--- src/rtl/dev_tx_sched_if.sv ---
// rtl/dev_tx_sched_if.sv - handshake and TX bus bundle for dev_tx_sched
// Signals: link_up, prim_req/prim_data/prim_k/prim_gnt, frm_req/frm_data/frm_k/frm_gnt,
//          dev_tx_data/dev_tx_charisk/align_active.
// Modports: master = requester/PHY side (drives requests), slave = scheduler.
interface dev_tx_sched_if;
    logic        link_up;
    logic        prim_req;
    logic [31:0] prim_data;
    logic        prim_k;
    logic        prim_gnt;
    logic        frm_req;
    logic [31:0] frm_data;
    logic        frm_k;
    logic        frm_gnt;
    logic [31:0] dev_tx_data;
    logic        dev_tx_charisk;
    logic        align_active;

    modport master (
        output link_up, prim_req, prim_data, prim_k, frm_req, frm_data, frm_k,
        input  prim_gnt, frm_gnt, dev_tx_data, dev_tx_charisk, align_active
    );

    modport slave (
        input  link_up, prim_req, prim_data, prim_k, frm_req, frm_data, frm_k,
        output prim_gnt, frm_gnt, dev_tx_data, dev_tx_charisk, align_active
    );
endinterface

--- src/rtl/dev_tx_sched.sv ---
// rtl/dev_tx_sched.sv - device TX dword scheduler with periodic ALIGN insertion
// Ports: clk, rst (async active-high), bus (dev_tx_sched_if.slave):
//   link_up in; prim_req/prim_data/prim_k in, prim_gnt out;
//   frm_req/frm_data/frm_k in, frm_gnt out; dev_tx_data/dev_tx_charisk/align_active out (registered).
// Parameters: ALIGN_PERIOD (4..1024) dwords between ALIGN bursts, ALIGN_BURST (1..4) ALIGNs per burst.
// Macro DEV_TX_SCHED_ALIGN_EN: when defined, periodic ALIGN bursts are inserted in RUN;
// when undefined, the ALIGN state and dword counter do not exist.
module dev_tx_sched #(
    parameter int ALIGN_PERIOD = 256,
    parameter int ALIGN_BURST  = 2
) (
    input logic           clk,
    input logic           rst,
    dev_tx_sched_if.slave bus
);
    localparam logic [31:0] ALIGN_DW = 32'h7B4A4ABC;
    localparam logic [31:0] SYNC_DW  = 32'hB5B5957C;

    typedef enum logic [1:0] {LINKDOWN, RUN, ALIGN} state_t;

    state_t      state, state_nxt;
    logic [31:0] tx_data_q, tx_data_nxt;
    logic        tx_k_q, tx_k_nxt;
    logic        align_q, align_nxt;
    logic        prim_gnt, frm_gnt;

    if (ALIGN_PERIOD < 4 || ALIGN_PERIOD > 1024 || ALIGN_BURST < 1 || ALIGN_BURST > 4) begin : g_param_check
        $error("dev_tx_sched: ALIGN_PERIOD or ALIGN_BURST out of range");
    end

`ifdef DEV_TX_SCHED_ALIGN_EN
    localparam logic [10:0] PERIOD_LAST = 11'(ALIGN_PERIOD - 1);
    localparam logic [10:0] BURST_LAST  = 11'(ALIGN_BURST - 1);

    // Counts issued dwords in RUN, and burst position while in ALIGN.
    logic [10:0] cnt, cnt_nxt;
`endif

    always_ff @(posedge clk or posedge rst) begin
        if (rst) begin
            state     <= LINKDOWN;
`ifdef DEV_TX_SCHED_ALIGN_EN
            cnt       <= '0;
`endif
            tx_data_q <= ALIGN_DW;
            tx_k_q    <= 1'b1;
            align_q   <= 1'b1;
        end else begin
            state     <= state_nxt;
`ifdef DEV_TX_SCHED_ALIGN_EN
            cnt       <= cnt_nxt;
`endif
            tx_data_q <= tx_data_nxt;
            tx_k_q    <= tx_k_nxt;
            align_q   <= align_nxt;
        end
    end

    always_comb begin
        state_nxt = state;
`ifdef DEV_TX_SCHED_ALIGN_EN
        cnt_nxt   = cnt;
`endif
        case (state)
            LINKDOWN: begin
                if (bus.link_up) begin
                    state_nxt = RUN;
`ifdef DEV_TX_SCHED_ALIGN_EN
                    cnt_nxt   = '0;
`endif
                end
            end
            RUN: begin
                if (!bus.link_up) begin
                    state_nxt = LINKDOWN;
                end
`ifdef DEV_TX_SCHED_ALIGN_EN
                // Every RUN cycle issues a dword (grant or SYNC fill).
                else if (cnt == PERIOD_LAST) begin
                    state_nxt = ALIGN;
                    cnt_nxt   = '0;
                end else begin
                    cnt_nxt = cnt + 11'd1;
                end
`endif
            end
`ifdef DEV_TX_SCHED_ALIGN_EN
            ALIGN: begin
                if (!bus.link_up) begin
                    state_nxt = LINKDOWN;
                end else if (cnt == BURST_LAST) begin
                    state_nxt = RUN;
                    cnt_nxt   = '0;
                end else begin
                    cnt_nxt = cnt + 11'd1;
                end
            end
`endif
            default: state_nxt = LINKDOWN;
        endcase
    end

    // Grants and the dword to register this cycle; anything other than an
    // active RUN cycle (LINKDOWN, ALIGN, link loss) loads an ALIGN dword.
    always_comb begin
        prim_gnt    = (state == RUN) && bus.link_up && bus.prim_req;
        frm_gnt     = (state == RUN) && bus.link_up && bus.frm_req && !bus.prim_req;
        tx_data_nxt = ALIGN_DW;
        tx_k_nxt    = 1'b1;
        align_nxt   = 1'b1;
        if (prim_gnt) begin
            tx_data_nxt = bus.prim_data;
            tx_k_nxt    = bus.prim_k;
            align_nxt   = 1'b0;
        end else if (frm_gnt) begin
            tx_data_nxt = bus.frm_data;
            tx_k_nxt    = bus.frm_k;
            align_nxt   = 1'b0;
        end else if ((state == RUN) && bus.link_up) begin
            tx_data_nxt = SYNC_DW;
            tx_k_nxt    = 1'b1;
            align_nxt   = 1'b0;
        end
    end

    assign bus.prim_gnt       = prim_gnt;
    assign bus.frm_gnt        = frm_gnt;
    assign bus.dev_tx_data    = tx_data_q;
    assign bus.dev_tx_charisk = tx_k_q;
    assign bus.align_active   = align_q;
endmodule

--- src/flat_wrapper.sv ---
// flat-port wrapper written by rule: the top's interface ports become plain ports
module dev_tx_sched_flat 
#(
    parameter int ALIGN_PERIOD = 256,
    parameter int ALIGN_BURST  = 2
)
  (clk, rst, bus_link_up, bus_prim_req, bus_prim_data, bus_prim_k, bus_frm_req, bus_frm_data, bus_frm_k, bus_prim_gnt, bus_frm_gnt, bus_dev_tx_data, bus_dev_tx_charisk, bus_align_active);
  dev_tx_sched_if bus_i ();
  input logic clk;
  input logic rst;
  input wire logic [$bits(bus_i.link_up)-1:0] bus_link_up;
  input wire logic [$bits(bus_i.prim_req)-1:0] bus_prim_req;
  input wire logic [$bits(bus_i.prim_data)-1:0] bus_prim_data;
  input wire logic [$bits(bus_i.prim_k)-1:0] bus_prim_k;
  input wire logic [$bits(bus_i.frm_req)-1:0] bus_frm_req;
  input wire logic [$bits(bus_i.frm_data)-1:0] bus_frm_data;
  input wire logic [$bits(bus_i.frm_k)-1:0] bus_frm_k;
  output wire logic [$bits(bus_i.prim_gnt)-1:0] bus_prim_gnt;
  output wire logic [$bits(bus_i.frm_gnt)-1:0] bus_frm_gnt;
  output wire logic [$bits(bus_i.dev_tx_data)-1:0] bus_dev_tx_data;
  output wire logic [$bits(bus_i.dev_tx_charisk)-1:0] bus_dev_tx_charisk;
  output wire logic [$bits(bus_i.align_active)-1:0] bus_align_active;
  assign bus_i.link_up = bus_link_up;
  assign bus_i.prim_req = bus_prim_req;
  assign bus_i.prim_data = bus_prim_data;
  assign bus_i.prim_k = bus_prim_k;
  assign bus_i.frm_req = bus_frm_req;
  assign bus_i.frm_data = bus_frm_data;
  assign bus_i.frm_k = bus_frm_k;
  assign bus_prim_gnt = bus_i.prim_gnt;
  assign bus_frm_gnt = bus_i.frm_gnt;
  assign bus_dev_tx_data = bus_i.dev_tx_data;
  assign bus_dev_tx_charisk = bus_i.dev_tx_charisk;
  assign bus_align_active = bus_i.align_active;
  dev_tx_sched #(.ALIGN_PERIOD(ALIGN_PERIOD), .ALIGN_BURST(ALIGN_BURST)) u_core (.clk(clk), .rst(rst), .bus(bus_i));
endmodule
--- config.mk ---
export PLATFORM = sky130hd
export DESIGN_NAME = dev_tx_sched_flat
export DESIGN_NICKNAME = d
export VERILOG_FILES = /design/src/rtl/dev_tx_sched_if.sv /design/src/rtl/dev_tx_sched.sv /design/src/flat_wrapper.sv
export SDC_FILE = /design/constraint.sdc
export NUM_CORES = 1
export LEC_CHECK = 0
export CORE_MARGIN = 2
export CORE_UTILIZATION = 34
export DETAILED_ROUTE_END_ITERATION = 12
export PLACE_DENSITY_LB_ADDON = 0.12
export SLEW_MARGIN = 20
export SYNTH_ARGS = -nofsm -noshare
export SYNTH_HDL_FRONTEND = slang
export SYNTH_SLANG_ARGS = --single-unit
--- constraint.sdc ---
create_clock -name clk -period 3.5 [get_ports clk]
set_input_delay 1.05 -clock clk [delete_from_list [all_inputs] [get_ports clk]]
set_output_delay 1.05 -clock clk [all_outputs]
set_load 0.02 [all_outputs]
### Word-level counts from Yosys, hierarchy flattened

Cells that the tools add are included.

* bits of input ports: 71
* output and inout bits: 36
* bits in registers: 36

* reductions and logical operators: 7
* eq/ne operators: 3
* multiplexer cells: 11

Operators by type and width (number)
* $mux 32: 3
* $mux 1: 5
* $logic_and 1x1->1: 4
* $mux 2: 2
* $ne 2x2->1 const B: 2
* $pmux 2 s2: 1
* $eq 2x1->1 const B: 1
* $logic_not 2->1: 1
* $reduce_and 2->1: 1
* $logic_not 1->1: 1

### Logic depth before layout (Yosys ltp)

Gate-level depths: netlist (run 1).

* word-level depth: 6
* depth in mapped cells: 5
* mapped depth without buffers: 3

### Least setup slack after synthesis (run 1)

Ideal clock, no wire load.

* kind: input to output
* from: in bus_link_up
* to: out bus_frm_gnt
* path buffers: 2
* path slack: 0.613 ns
* data arrival time: 1.837 ns
* required time: 2.450 ns
* stages: 5
* path through: ha_1 > buf_4 > inv_2 > buf_2 > nor2_1

* cells in the longest elaborated chain, start to end: 3

RTL lines
* start: declaration: line flat_wrapper.sv:11 `input wire logic [$bits(bus_i.link_up)-1:0] bus_link_up;`
* $logic_and 1x1->1 (3 in a row): line dev_tx_sched.sv:107 `frm_gnt = (state == RUN) && bus.link_up && bus.frm_req && !bus.prim_req;`
* end: declaration: line flat_wrapper.sv:19 `output wire logic [$bits(bus_i.frm_gnt)-1:0] bus_frm_gnt;`

No other way between the ends.

### Worst setup path in the final report (run 1)

* from: in bus_link_up
* to: out bus_prim_gnt

* cells in the longest elaborated chain, start to end: 2

RTL lines
* $logic_and 1x1->1 (2 in a row): line dev_tx_sched.sv:106 `prim_gnt = (state == RUN) && bus.link_up && bus.prim_req;`
* end: declaration: line flat_wrapper.sv:18 `output wire logic [$bits(bus_i.prim_gnt)-1:0] bus_prim_gnt;`

No other way between the ends.

==> run_summary.xml, run 1 <==
<?xml version="1.0" encoding="UTF-8"?>
<metrics>
  <group name="drt">
    <metric name="dr.first_iter.drc_count" unit="">63</metric>
    <metric name="vias_per_cell" unit="">4.76</metric>
    <metric name="route.antenna.remaining_nets" unit="">0</metric>
    <metric name="detail_route.wirelength" unit="mm">4.38</metric>
    <metric name="routed_wl_per_cell" unit="um">14.1</metric>
    <metric name="vias_after_detailed_routing" unit="">1480</metric>
    <metric name="drcViolationCount" unit="">0</metric>
    <metric name="iteration_count_of_the_initial_detailed_routing_pass" unit="">4</metric>
  </group>
  <group name="grt">
    <metric name="via_count_of_the_first_global_routing_pass" unit="">1498</metric>
    <metric name="globalRouteTotalUtil" unit="%">17.1</metric>
    <metric name="grt_first_pass_wirelength" unit="mm">6.95</metric>
    <metric name="largest_net_degree_at_the_start_of_global_routing" unit="">36</metric>
    <metric name="grt_overflow" unit="">0</metric>
    <metric name="grt_antenna_before_repair" unit="">0</metric>
  </group>
  <group name="die">
    <metric name="dieWidth" unit="um">72.9</metric>
    <metric name="fp.coreArea" unit="um^2">4660</metric>
    <metric name="design.die.area" unit="um^2">5310</metric>
    <metric name="starting_density" unit="%">34.6</metric>
    <metric name="i_o_pin_count" unit="">107</metric>
    <metric name="row_count" unit="">25</metric>
    <metric name="die_h" unit="um">72.9</metric>
  </group>
  <group name="power_and_ir_drop">
    <metric name="power.static_leakage" unit="nW">1.17</metric>
    <metric name="p_int" unit="W">0.000911</metric>
    <metric name="total_switching_power" unit="W">0.000408</metric>
    <metric name="power.ir.vdd_worst" unit="mV">0.257</metric>
    <metric name="power_frac_clock" unit="%">21.0</metric>
    <metric name="design_power_total" unit="W">0.00132</metric>
    <metric name="p_sw_share" unit="%">30.9</metric>
    <metric name="p_per_area" unit="nW/um^2">472</metric>
    <metric name="power.share.combinational" unit="%">38.9</metric>
    <metric name="sequentialPowerShare" unit="%">40.1</metric>
  </group>
  <group name="place">
    <metric name="port_buffers" unit="">106</metric>
    <metric name="gpl.final_weighted_congestion" unit="">0.699</metric>
    <metric name="dp.final_hpwl" unit="mm">3.07</metric>
    <metric name="detailedPlace.worstSlack" unit="ps">-92.2</metric>
  </group>
  <group name="worst_setup_path">
    <metric name="worstPathCellList" unit="">clkdlybuf4s50_1 -&gt; ha_1 -&gt; and2_1 -&gt; dlygate4sd2_1</metric>
    <metric name="worstPathMaxFanout" unit="">4</metric>
    <metric name="worst_ep_required_time" unit="ps">2450</metric>
    <metric name="crit_path_slowest_cell" unit="">clkdlybuf4s50_1</metric>
    <metric name="timing.critical_path.arrival" unit="ps">2260</metric>
    <metric name="worst_path_bufs_invs" unit="">2</metric>
    <metric name="worst_setup_path_end_kind" unit="">primary output</metric>
    <metric name="timing_worst_setup_path_type" unit="">primary input to primary output</metric>
    <metric name="critical-path-max-stage-delay" unit="ps">460</metric>
    <metric name="cp_top_family" unit="">buffers and inverters</metric>
    <metric name="setup.worst_path.start_class" unit="">primary input</metric>
  </group>
  <group name="yosys">
    <metric name="synth.top_cell.area_share" unit="%">30.9</metric>
    <metric name="syn-num-nets" unit="">220</metric>
    <metric name="synth_largest_area_cell" unit="">dfstp_2</metric>
    <metric name="synth_warn" unit="">0</metric>
    <metric name="ys_top_cells_by_area" unit="">dfstp_2 (31%), dfrtp_1 (25%), a221oi_2 (9.3%), nand2_1 (5.3%), o211ai_1 (4.7%)</metric>
    <metric name="synth.yosys.seq_area_share" unit="%">55.7</metric>
    <metric name="yosysUniqueCellTypes" unit="">22</metric>
    <metric name="synthCells" unit="">148</metric>
    <metric name="synth_area_per_cell" unit="um^2">10.9</metric>
    <metric name="postSynthRegisterBits" unit="">35</metric>
    <metric name="netlist_area" unit="um^2">1610</metric>
  </group>
  <group name="timing">
    <metric name="final_hold_vios" unit="">0</metric>
    <metric name="final_critical_path_setup_slack" unit="ps">188</metric>
    <metric name="min_period" unit="ps">3310</metric>
    <metric name="final-max-slew-violation-count" unit="">0</metric>
    <metric name="timing.final.setup_violations" unit="">0</metric>
    <metric name="clock-skew-final" unit="ps">4.58</metric>
    <metric name="finalSetupTns" unit="ps">0</metric>
    <metric name="worst-slew-pin-transition" unit="ps">446</metric>
    <metric name="maxClockFrequency" unit="MHz">302</metric>
    <metric name="max-slew-margin-rel" unit="%">70.3</metric>
    <metric name="rsz0062_at_grt" unit="">no</metric>
    <metric name="layout_worst_path_cycle_share" unit="%">94.6</metric>
  </group>
  <group name="clock_network">
    <metric name="cell_chosen_for_the_clock_root" unit="">clkbuf_8</metric>
    <metric name="clk_pin_slew" unit="ps">70</metric>
    <metric name="cts_max_level" unit="">2</metric>
    <metric name="cts.path.max_buffers" unit="">2</metric>
    <metric name="tritoncts_num_sinks" unit="">35</metric>
    <metric name="tritoncts.num_buffers" unit="">5</metric>
    <metric name="clkLatencyLatePin" unit="ps">280</metric>
    <metric name="cts_hold_buffers" unit="">0</metric>
    <metric name="clock_tree_from_tritoncts" unit="">done</metric>
  </group>
  <group name="final_layout">
    <metric name="layout_commonest_cell" unit="">clkdlybuf4s50_1</metric>
    <metric name="final_cell_mix" unit="">clkdlybuf4s50_1 (103), nand2_1 (23), dfstp_2 (19)</metric>
    <metric name="antennaDiodeCount" unit="">0</metric>
    <metric name="n_fill_cell" unit="">392</metric>
    <metric name="layout-drive-gt1-share" unit="%">17.5</metric>
    <metric name="nets" unit="">328</metric>
    <metric name="area_growth_syn_to_layout" unit="%">73.2</metric>
    <metric name="post-route-util" unit="%">60.0</metric>
  </group>
  <group name="hold_path">
    <metric name="worst_hold_path_type" unit="">flop to flop</metric>
  </group>
  <group name="outcome">
    <metric name="status" unit="">complete, no violations</metric>
  </group>
  <group name="flow_run">
    <metric name="maxCapViolations" unit="">0</metric>
  </group>
</metrics>
area by class of cell:
| cell class | instances | area (um^2) | share of cell area (%) |
|---|---|---|---|
| Clock buffer | 8 | 80.1 | 2.86 |
| Inverter | 15 | 56.3 | 2.01 |
| Multi-Input combinational cell | 84 | 571 | 20.4 |
| Sequential cell | 35 | 900 | 32.2 |
| Tap cell | 54 | 67.6 | 2.42 |
| Timing Repair Buffer | 115 | 1120 | 40.1 |
final timing paths:
kind / startpoint / to / slack, ps / cells after the start
worst max-delay path: bus_link_up / bus_prim_gnt / 190 / 4
worst min-delay path: u_core.state[0] / u_core.state[0] / 470 / 1
worst max register to register: u_core.state[0] / u_core.bus.dev_tx_data[28] / 2260 / 4
worst min register to register: u_core.state[0] / u_core.state[0] / 470 / 1
max in group asynchronous: rst / u_core.bus.dev_tx_data[9] / 1990 / 3
min in group asynchronous: rst / u_core.bus.dev_tx_data[12] / 1170 / 3
flip-flops by register name (all words and copies together), names as in the netlist:
| signal | count |
|---|---|
| u_core.bus.dev_tx_charisk | 1 |
| u_core.bus.align_active | 1 |
| u_core.bus.dev_tx_data | 32 |
| u_core.state | 1 |
what timing repair did:
action | 4_1_cts | 5_1_grt
gates resized for setup | 2 | 0
buffers inserted | 0 | 0
endpoints found under the setup margin | 2 | 0
Yosys cell counts, drive strengths merged:
master,number
nand2,23
dfstp,19
dfrtp,16
inv,15
buf,14
nor2,13
a221oi,12
o211ai,10
nand3b,7
o31a,7
nand3,3
o21ai,3
a21oi,1
and2,1
ha,1
nand2b,1
nor4bb,1
xor2,1
per-stage QoR:
| stage | instance area [um^2] | hold WS [ps] | std cells |
|---|---|---|---|
| after floorplan | 1610 | 446 | 148 |
| after global placement | 2720 | 459 | 303 |
| after detailed placement | 2720 | 464 | 303 |
| after CTS | 2800 | 476 | 311 |
| after global routing | 2800 | 498 | 311 |
| final | 2800 | 470 | 311 |
cells by family (layout without fill, tap and decap cells):
group	count (synthesis)	after routing	synth area share [%]
simple gates	49	49	14.0
flops	35	35	55.7
compound gates	33	33	20.1
buf+inv	29	138	8.91
fa+ha+maj	1	1	0.775
xor+xnor	1	1	0.543
power by group through the flow:
stage          sequential, W  clock, W  combinational, W
3_5_place_dp        0.000536         0          0.000519
5_1_grt             0.000535  0.000309          0.000551
3_3_place_gp        0.000535         0          0.000518
4_1_cts             0.000530  0.000287          0.000521
2_1_floorplan       0.000633         0          0.000165
6_report            0.000529  0.000276          0.000513
layer usage:
metal / part of all wire [%] / global-route usage (%) / wire length [um] / up-vias
met5: 0 / 0 / 0 / -
met3: 8.6 / 6.63 / 378 / 6
li1: - / - / - / 717
met4: 1.3 / 5.35 / 59 / 0
met1: 45 / 21.9 / 1970 / 690
met2: 45 / 26.8 / 1970 / 67
No activity file was read; power rests on OpenSTA's default activity.
==> run 2: changes to the inputs <==
Settings changed: HOLD_SLACK_MARGIN set to 0.1.
==> results of run 2 <==
No change in the layout: final DEF, timing and power equal those of run 1.
==> run 3: changes to the inputs <==
Clock period 3.5 ns to 4 ns, I/O delays scaled along.
==> run_summary.xml, run 3 (synthesis gave the netlist of run 1 again) <==
<?xml version="1.0" encoding="UTF-8"?>
<metrics>
  <group name="outcome">
    <metric name="status" unit="">complete, no violations</metric>
  </group>
  <group name="drt">
    <metric name="routed_wl_per_cell" unit="um">14.3</metric>
    <metric name="vias_after_detailed_routing" unit="">1502</metric>
    <metric name="detail_route.wirelength" unit="mm">4.42</metric>
    <metric name="drcViolationCount" unit="">0</metric>
    <metric name="route.antenna.remaining_nets" unit="">0</metric>
    <metric name="dr.first_iter.drc_count" unit="">66</metric>
    <metric name="iteration_count_of_the_initial_detailed_routing_pass" unit="">4</metric>
    <metric name="vias_per_cell" unit="">4.85</metric>
  </group>
  <group name="die">
    <metric name="row_count" unit="">25</metric>
    <metric name="die_h" unit="um">72.9</metric>
    <metric name="fp.coreArea" unit="um^2">4660</metric>
    <metric name="starting_density" unit="%">34.6</metric>
    <metric name="design.die.area" unit="um^2">5310</metric>
    <metric name="i_o_pin_count" unit="">107</metric>
    <metric name="dieWidth" unit="um">72.9</metric>
  </group>
  <group name="timing">
    <metric name="rsz0062_at_grt" unit="">no</metric>
    <metric name="maxClockFrequency" unit="MHz">257</metric>
    <metric name="finalSetupTns" unit="ps">0</metric>
    <metric name="final-max-slew-violation-count" unit="">0</metric>
    <metric name="layout_worst_path_cycle_share" unit="%">97.1</metric>
    <metric name="final_critical_path_setup_slack" unit="ps">115</metric>
    <metric name="final_hold_vios" unit="">0</metric>
    <metric name="timing.hold.ws" unit="ps">488</metric>
    <metric name="min_period" unit="ps">3880</metric>
    <metric name="timing.final.setup_violations" unit="">0</metric>
    <metric name="worst-slew-pin-transition" unit="ps">444</metric>
    <metric name="max-slew-margin-rel" unit="%">70.4</metric>
    <metric name="clock-skew-final" unit="ps">4.64</metric>
  </group>
  <group name="place">
    <metric name="placedCellCount" unit="">302</metric>
    <metric name="dp.final_hpwl" unit="mm">3.15</metric>
    <metric name="gpl.final_weighted_congestion" unit="">0.716</metric>
    <metric name="detailedPlace.worstSlack" unit="ps">102</metric>
    <metric name="port_buffers" unit="">106</metric>
  </group>
  <group name="final_layout">
    <metric name="nets" unit="">327</metric>
    <metric name="largest_register_ff_count" unit="">32</metric>
    <metric name="n_fill_cell" unit="">408</metric>
    <metric name="antennaDiodeCount" unit="">0</metric>
    <metric name="layout_commonest_cell" unit="">clkdlybuf4s50_1</metric>
    <metric name="final_cell_count_without_fillers" unit="">310</metric>
    <metric name="layout-drive-gt1-share" unit="%">18.0</metric>
    <metric name="area_growth_syn_to_layout" unit="%">74.1</metric>
    <metric name="final_cell_mix" unit="">clkdlybuf4s50_1 (105), nand2_1 (23), dfstp_2 (19)</metric>
    <metric name="post-route-util" unit="%">60.3</metric>
  </group>
  <group name="clock_network">
    <metric name="clk_pin_slew" unit="ps">70</metric>
    <metric name="tritoncts_num_sinks" unit="">35</metric>
    <metric name="post_cts_buffers" unit="">0</metric>
    <metric name="cell_chosen_for_the_clock_root" unit="">clkbuf_8</metric>
    <metric name="cts.path.max_buffers" unit="">2</metric>
    <metric name="cts_hold_buffers" unit="">0</metric>
    <metric name="post_cts_resized" unit="">0</metric>
    <metric name="clock_tree_from_tritoncts" unit="">done</metric>
    <metric name="cts_max_level" unit="">2</metric>
    <metric name="clkLatencyLatePin" unit="ps">280</metric>
    <metric name="tritoncts.num_buffers" unit="">5</metric>
  </group>
  <group name="worst_setup_path">
    <metric name="worst_setup_path_startpoint" unit="">bus_link_up</metric>
    <metric name="critical-path-max-stage-delay" unit="ps">630</metric>
    <metric name="timing.critical_path.arrival" unit="ps">2680</metric>
    <metric name="worst_path_bufs_invs" unit="">2</metric>
    <metric name="critical_path.most_common_cell" unit="">clkdlybuf4s50_1</metric>
    <metric name="setup.worst_path.start_class" unit="">primary input</metric>
    <metric name="crit_path_slowest_cell" unit="">clkdlybuf4s50_1</metric>
    <metric name="timing_worst_setup_path_type" unit="">primary input to primary output</metric>
    <metric name="worstPathCellList" unit="">clkdlybuf4s50_1 -&gt; ha_1 -&gt; and2_1 -&gt; clkdlybuf4s50_1</metric>
    <metric name="worstPathMaxFanout" unit="">4</metric>
    <metric name="worst_ep_required_time" unit="ps">2800</metric>
    <metric name="ff2ff_setup_slack" unit="ps">2740</metric>
    <metric name="cp_top_family" unit="">buffers and inverters</metric>
    <metric name="critical_path.reg2reg.startpoint" unit="">u_core.state[0]</metric>
    <metric name="worst_setup_path_end_kind" unit="">primary output</metric>
  </group>
  <group name="flow_run">
    <metric name="maxCapViolations" unit="">0</metric>
  </group>
  <group name="grt">
    <metric name="largest_net_degree_at_the_start_of_global_routing" unit="">36</metric>
    <metric name="globalRouteTotalUtil" unit="%">17.2</metric>
    <metric name="via_count_of_the_first_global_routing_pass" unit="">1473</metric>
    <metric name="grt_overflow" unit="">0</metric>
    <metric name="grt_first_pass_wirelength" unit="mm">6.97</metric>
    <metric name="grt_antenna_before_repair" unit="">0</metric>
  </group>
  <group name="power_and_ir_drop">
    <metric name="p_per_area" unit="nW/um^2">425</metric>
    <metric name="power.ir.vdd_worst" unit="mV">0.256</metric>
    <metric name="power.static_leakage" unit="nW">1.17</metric>
  </group>
  <group name="hold_path">
    <metric name="worst_hold_path_type" unit="">flop to flop</metric>
    <metric name="holdCritStartpoint" unit="">u_core.state[0]</metric>
  </group>
</metrics>
[run 3: cell count changes in the layout (fill, tap and decap cells not counted)]
cell / previous run / this run
clkbuf_1: 3 / 1
clkbuf_8: 5 / 7
clkdlybuf4s50_1: 103 / 105
dlygate4sd2_1: 2 / 0
buf_4: 9 / 8
[run 3: area by class of cell]
cell class	instances	area, um^2	area share [%]
Timing Repair Buffer	114	1120	39.7
Multi-Input combinational cell	84	571	20.3
Inverter	15	56.3	2.00
Tap cell	54	67.6	2.40
Sequential cell	35	900	32.0
Clock buffer	8	100	3.56
[run 3: final timing paths]
path | endpoint | cells past startpoint
worst min-delay path | u_core.state[0] | 1
worst max register to register | u_core.bus.dev_tx_data[29] | 4
max in group asynchronous | u_core.bus.dev_tx_data[29] | 3
worst max-delay path | bus_prim_gnt | 4
min in group asynchronous | u_core.bus.dev_tx_data[15] | 3
worst min register to register | u_core.state[0] | 1
[run 3: report_power, final]
part / total [W] / internal [W] / switching, W
Clock: 0.000280 / 0.000157 / 0.000123
Combinational: 0.000450 / 0.000229 / 0.000220
Sequential: 0.000464 / 0.000444 / 0.0000199
[run 3: metal layers]
metal,track usage (%),share of wire (%),up-vias
li1,-,-,718
met1,21.2,44,710
met3,5.25,7.7,7
met4,6.79,1.8,0
met5,0,0,-
met2,28.1,46,67
[run 3: through the flow]
| step | total power [W] | cell area, um^2 |
|---|---|---|
| after floorplan | 0.000699 | 1610 |
| after global placement | 0.000920 | 2710 |
| after detailed placement | 0.000923 | 2710 |
| after CTS | 0.00121 | 2810 |
| after global routing | 0.00126 | 2810 |
| final | 0.00119 | 2810 |
